$ cat src/rtl/button_event_decoder.sv
// Classifies a debounced push-button level into single-cycle press, release,
// short-click, double-click and long-press events plus a held level.
//
// state    | meaning
// ---------+-----------------------------------------------------------
// S_IDLE   | button released, no click pending
// S_PRESS1 | first press in progress, timing toward a long press
// S_LONG   | long press already reported, waiting for the release
// S_WAIT2  | first short press released, double-click window open
// S_PRESS2 | second press in progress, timing toward a long press
module button_event_decoder #(
   parameter int LONG_CYCLES = 100_000_000,
   parameter int DBL_CYCLES  = 30_000_000,
   parameter int CNT_W       = 27
) (
   input  logic clk,
   input  logic rst_n,
   input  logic pb_in,
   output logic press_pulse,
   output logic release_pulse,
   output logic short_click,
   output logic double_click,
   output logic long_press,
   output logic held
);

   typedef enum logic [2:0] {
      S_IDLE   = 3'd0,
      S_PRESS1 = 3'd1,
      S_LONG   = 3'd2,
      S_WAIT2  = 3'd3,
      S_PRESS2 = 3'd4
   } state_t;

   localparam logic [CNT_W-1:0] LONG_TC = CNT_W'(LONG_CYCLES - 1);
   localparam logic [CNT_W-1:0] DBL_TC  = CNT_W'(DBL_CYCLES - 1);
   localparam logic [CNT_W-1:0] CNT_MAX = {CNT_W{1'b1}};

   state_t           state;
   state_t           state_nxt;
   logic [CNT_W-1:0] cnt;
   logic             pb_d;
   logic             rise;
   logic             low;
   logic             press_nxt;
   logic             release_nxt;
   logic             short_nxt;
   logic             double_nxt;
   logic             long_nxt;
   logic             held_nxt;

   assign rise = pb_in & ~pb_d;
   assign low  = ~pb_in;

   // A level change is tested before the terminal count so it always wins.
   always_comb begin
      state_nxt   = state;
      press_nxt   = 1'b0;
      release_nxt = 1'b0;
      short_nxt   = 1'b0;
      double_nxt  = 1'b0;
      long_nxt    = 1'b0;
      case (state)
         S_IDLE: begin
            if (rise) begin
               state_nxt = S_PRESS1;
               press_nxt = 1'b1;
            end
         end
         S_PRESS1: begin
            if (low) begin
               state_nxt   = S_WAIT2;
               release_nxt = 1'b1;
            end else if (cnt == LONG_TC) begin
               state_nxt = S_LONG;
               long_nxt  = 1'b1;
            end
         end
         S_LONG: begin
            if (low) begin
               state_nxt   = S_IDLE;
               release_nxt = 1'b1;
            end
         end
         S_WAIT2: begin
            if (pb_in) begin
               state_nxt = S_PRESS2;
               press_nxt = 1'b1;
            end else if (cnt == DBL_TC) begin
               state_nxt = S_IDLE;
               short_nxt = 1'b1;
            end
         end
         S_PRESS2: begin
            if (low) begin
               state_nxt   = S_IDLE;
               release_nxt = 1'b1;
               double_nxt  = 1'b1;
            end else if (cnt == LONG_TC) begin
               state_nxt = S_LONG;
               long_nxt  = 1'b1;
            end
         end
         default: state_nxt = S_IDLE;
      endcase
      held_nxt = (state_nxt == S_PRESS1) || (state_nxt == S_PRESS2) ||
                 (state_nxt == S_LONG);
   end

   // pb_d resets high so a button held through reset cannot look like a rise.
   always_ff @(posedge clk) begin
      if (!rst_n) begin
         state         <= S_IDLE;
         cnt           <= '0;
         pb_d          <= 1'b1;
         press_pulse   <= 1'b0;
         release_pulse <= 1'b0;
         short_click   <= 1'b0;
         double_click  <= 1'b0;
         long_press    <= 1'b0;
         held          <= 1'b0;
      end else begin
         state         <= state_nxt;
         pb_d          <= pb_in;
         press_pulse   <= press_nxt;
         release_pulse <= release_nxt;
         short_click   <= short_nxt;
         double_click  <= double_nxt;
         long_press    <= long_nxt;
         held          <= held_nxt;
         if (state_nxt != state) begin
            cnt <= '0;
         end else if (cnt != CNT_MAX) begin
            cnt <= cnt + CNT_W'(1);
         end
      end
   end

endmodule

$ cat config.mk
export PLATFORM = sky130hd
export DESIGN_NAME = button_event_decoder
export DESIGN_NICKNAME = d
export VERILOG_FILES = /design/src/rtl/button_event_decoder.sv
export SDC_FILE = /design/constraint.sdc
export NUM_CORES = 1
export LEC_CHECK = 0
export ABC_AREA = 1
export CAP_MARGIN = 20
export CORE_UTILIZATION = 35
export CTS_BUF_LIST = sky130_fd_sc_hd__clkbuf_4 sky130_fd_sc_hd__clkbuf_8
export DETAILED_ROUTE_END_ITERATION = 10
export GPL_TIMING_DRIVEN = 0
export MAX_ROUTING_LAYER = met4
export PLACE_DENSITY = 0.55
export SYNTH_ARGS = -nofsm -noshare
export SYNTH_HDL_FRONTEND = slang
export SYNTH_SLANG_ARGS = --single-unit
$ cat constraint.sdc
create_clock -name clk -period 2.3 [get_ports clk]
set_clock_uncertainty 0.2 [all_clocks]
set_input_delay 0.23 -clock clk [delete_from_list [all_inputs] [get_ports clk]]
set_output_delay 0.23 -clock clk [all_outputs]
set_load 0.1 [all_outputs]
==> run_results.csv <==
group,metric,value,unit
yosys,yosysUniqueCellTypes,28,
cells_and_area,post_route_cells_drive_above_1_share,0.206,
critical_path,critical_path_class,"reg -> out",
route,drt_pass1_iterations,4,
critical_path,worst_ep_arrival_time,1730,ps
route,route.antenna.remaining_nets,0,
critical_path,worstPathCellList,"clkdlybuf4s50_1",
clock_tree,clock_latency,290,ps
critical_path,critical-path-max-stage-delay,1130,ps
pwr,design_power_total,1.40,mW
sta,worst_slew_margin_rel,0.352,
sta,post-route-min-period,2160,ps
yosys,yosysSeqAreaShare,0.329,
sta,hold-worst-slack,351,ps
placement,portBuffers,8,
critical_path,r2r-start,"cnt[1]",
route,route.detailed.vias_per_inst,4.53,
cells_and_area,layout.cells.most_common_list,"sky130_fd_sc_hd__nand2_1 (60), sky130_fd_sc_hd__nor2_1 (56), sky130_fd_sc_hd__inv_1 (37)",
die,die_x,82.2,um
critical_path,path_max_fanout,1,
cells_and_area,layout.nets,328,
critical_path,startpoint_type,"flop",
cells_and_area,nFillCells,621,
yosys,synthesis.nets,310,
route,wl_per_cell,11.5,um
cells_and_area,diodes,0,
grt,global_route.usage.total,0.168,
placement,dp.final_hpwl,3.50,mm
critical_path,timing.critical_path.buf_inv,1,
placement,placed_cells,389,
cells_and_area,layoutNonFillerInstCount,400,
sta,finalHoldViolations,0,
clock_tree,hold_buffers_post_cts,0,
critical_path,critical_path_cell_count,1,
die,num_rows,28,
sta,finalSetupViolCount,0,
clock_tree,clock-sinks,37,
route,top_layer,"met4",
sta,worst_pin_slew,969,ps
cells_and_area,multi_input_comb_area,1320,um^2
critical_path,worst_path_dominant_cell_family,"buffers and inverters",
cells_and_area,most_common_library_cell_in_the_layout_ignoring_fill_and_taps,"sky130_fd_sc_hd__nand2_1",
yosys,synth.avg_cell_area,7.36,um^2
route,num_vias,1810,
critical_path,critical_path_capture_point_type,"output pin",
cells_and_area,layout.area.seq,742,um^2
placement,detailedPlace.worstSlack,54.6,ps
die,boundaryPins,9,
die,start_util,0.372,
yosys,synth.yosys.warnings,0,
sta,setup_tns,0,ps
critical_path,worstSetupEndpoint,"held",
clock_tree,cts_root_buf,"sky130_fd_sc_hd__clkbuf_8",
sta,maxSlewViolCount,0,
grt,maximum_number_of_pins_on_one_net_before_global_route_repair,12,
sta,max_freq,0.462,GHz
critical_path,reg2reg_to,"cnt[5]",
grt,first_global_vias,1744,
route,detailroute.wirelength.met3,105,um
grt,antenna_found_initial,0,
route,finalWirelength,4.61,mm
clock_tree,max-clock-path-buffers,2,
placement,gp_congestion,0.903,
route,detailroute.wirelength.met2,1.91,mm
min_path,hold_class,"in -> reg",
run_status,run_status,"finished, final reports clean",
pwr,leakage,0.987,nW
pwr,powerDensity,539,nW/um^2
die,design.die.area,6760,um^2
flow_run,cap_viol_max_count,0,
sta,rsz_0062_raised_after_global_routing,"no",
yosys,syn_area,2250,um^2
yosys,synth_seq_cells,37,
die,core,6060,um^2
clock_tree,number_of_buffers_added_by_the_clock_tree_synthesis_step,5,
critical_path,reg2reg_depth,12,
clock_tree,path_clk_slew,70,ps
critical_path,timing.critical_path.required,1870,ps
clock_tree,ctsHtreeMaxLevel,2,
yosys,netlist_instances,306,
pwr,peak_vdd_ir,254,uV
route,drc,0,
critical_path,timing.critical_path.slowest_stage_cell,"sky130_fd_sc_hd__clkdlybuf4s50_1",
die,die_height,82.2,um
grt,global_route_wire_length_before_repair,8.16,mm
sta,fin_crit_sh,0.941,
route,detail_route.wirelength.met1,2.52,mm
critical_path,crit_start,"held",
cells_and_area,synthToLayoutAreaGrowth,15.6,%
route,drt_initial_violations,79,
clock_tree,tritoncts,"built",
critical_path,rrSetupSlack,180,ps
sta,final_worst_path_setup_slack,135,ps
grt,overflow,0,
==> metrics by stage <==
stage	instance area (um^2)	util
4_1_cts	2550	0.420
5_1_grt	2610	0.430
2_1_floorplan	2250	-
3_3_place_gp	2430	0.400
6_report	2610	0.430
3_5_place_dp	2430	0.400
==> tightest hold or removal path, cell delays in order <==
cell and delay [ps]:
sky130_fd_sc_hd__clkdlybuf4s50_1 440, sky130_fd_sc_hd__o21ai_0 90, sky130_fd_sc_hd__nor2_1 40
==> worst min path at each step <==
stage | depth (start not counted) | slack (ps) | from | end
after global placement | 2 | 350 | cnt[15] | cnt[15]
after floorplan | 2 | 170 | pb_in | pb_d
after global routing | 2 | 400 | cnt[15] | cnt[15]
after detailed placement | 2 | 350 | cnt[15] | cnt[15]
final | 3 | 350 | rst_n | held
after CTS | 3 | 330 | rst_n | held
==> area by class of cell <==
cell class,instances,area share
Timing Repair Buffer,11,0.0442
Clock buffer,7,0.0346
Tap cell,75,0.0360
Sequential cell,37,0.285
Inverter,44,0.0648
Multi-Input combinational cell,222,0.507
Buffer,3,0.0173
Clock inverter,1,0.0115
==> what timing repair did <==
action / 4_1_cts / 5_1_grt
buffers inserted: 0 / 3
gates resized for setup: 0 / 5
endpoints found under the setup margin: 0 / 23
==> metal layers <==
metal  up-vias  GRT usage
li1        973          -
met2        17      0.233
met3         5     0.0363
met4         0     0.0684
met5         -          -
met1       815      0.232
==> state kept, by name (all words and copies together), names as in the netlist <==
signal and count:
cnt 27, double_click 1, held 1, long_press 1
pb_d 1, press_pulse 1, release_pulse 1, short_click 1
state 3
==> power by group <==
part	internal (mW)	switching (mW)
Combinational	0.0545	0.0973
Sequential	0.650	0.00765
Clock	0.365	0.229
Total	1.07	0.334
==> kinds of logic (layout without fill, tap and decap cells) <==
kind of cell,Yosys count,count (layout),share of synthesized area
buffers and inverters,47,66,0.0933
DFF,37,37,0.329
AOI/OAI and AO/OA,11,11,0.0289
xor gates and xnor gates,22,22,0.0855
adders and majority gates,1,1,0.00555
and+or+nand+nor,188,188,0.458
==> cell usage after synthesis <==
cell,count,share of area
sky130_fd_sc_hd__nor3_1,7,0.016
sky130_fd_sc_hd__nand2_1,60,0.10
sky130_fd_sc_hd__inv_2,6,0.010
sky130_fd_sc_hd__nor2_2,3,0.0083
sky130_fd_sc_hd__nor4_1,2,0.0056
sky130_fd_sc_hd__nand2_2,8,0.022
sky130_fd_sc_hd__nand4_1,9,0.025
sky130_fd_sc_hd__nor2_1,56,0.093
sky130_fd_sc_hd__buf_12,2,0.018
sky130_fd_sc_hd__dfxtp_1,37,0.33
sky130_fd_sc_hd__o21ai_2,1,0.0039
sky130_fd_sc_hd__nand3_2,2,0.0089
sky130_fd_sc_hd__nand4_4,1,0.0094
sky130_fd_sc_hd__a21oi_1,4,0.0089
sky130_fd_sc_hd__or2_2,1,0.0028
sky130_fd_sc_hd__o21ai_0,4,0.0089
sky130_fd_sc_hd__buf_2,1,0.0022
sky130_fd_sc_hd__clkinv_1,1,0.0017
sky130_fd_sc_hd__ha_1,1,0.0056
sky130_fd_sc_hd__nand3_4,2,0.016
sky130_fd_sc_hd__nand3_1,12,0.027
sky130_fd_sc_hd__a21oi_2,1,0.0039
sky130_fd_sc_hd__nor2_4,23,0.11
sky130_fd_sc_hd__inv_1,37,0.062
sky130_fd_sc_hd__xor2_1,19,0.074
sky130_fd_sc_hd__o211ai_1,1,0.0033
sky130_fd_sc_hd__xnor2_1,3,0.012
sky130_fd_sc_hd__nand2_4,2,0.010
No activity file was read; power rests on OpenSTA's default activity.
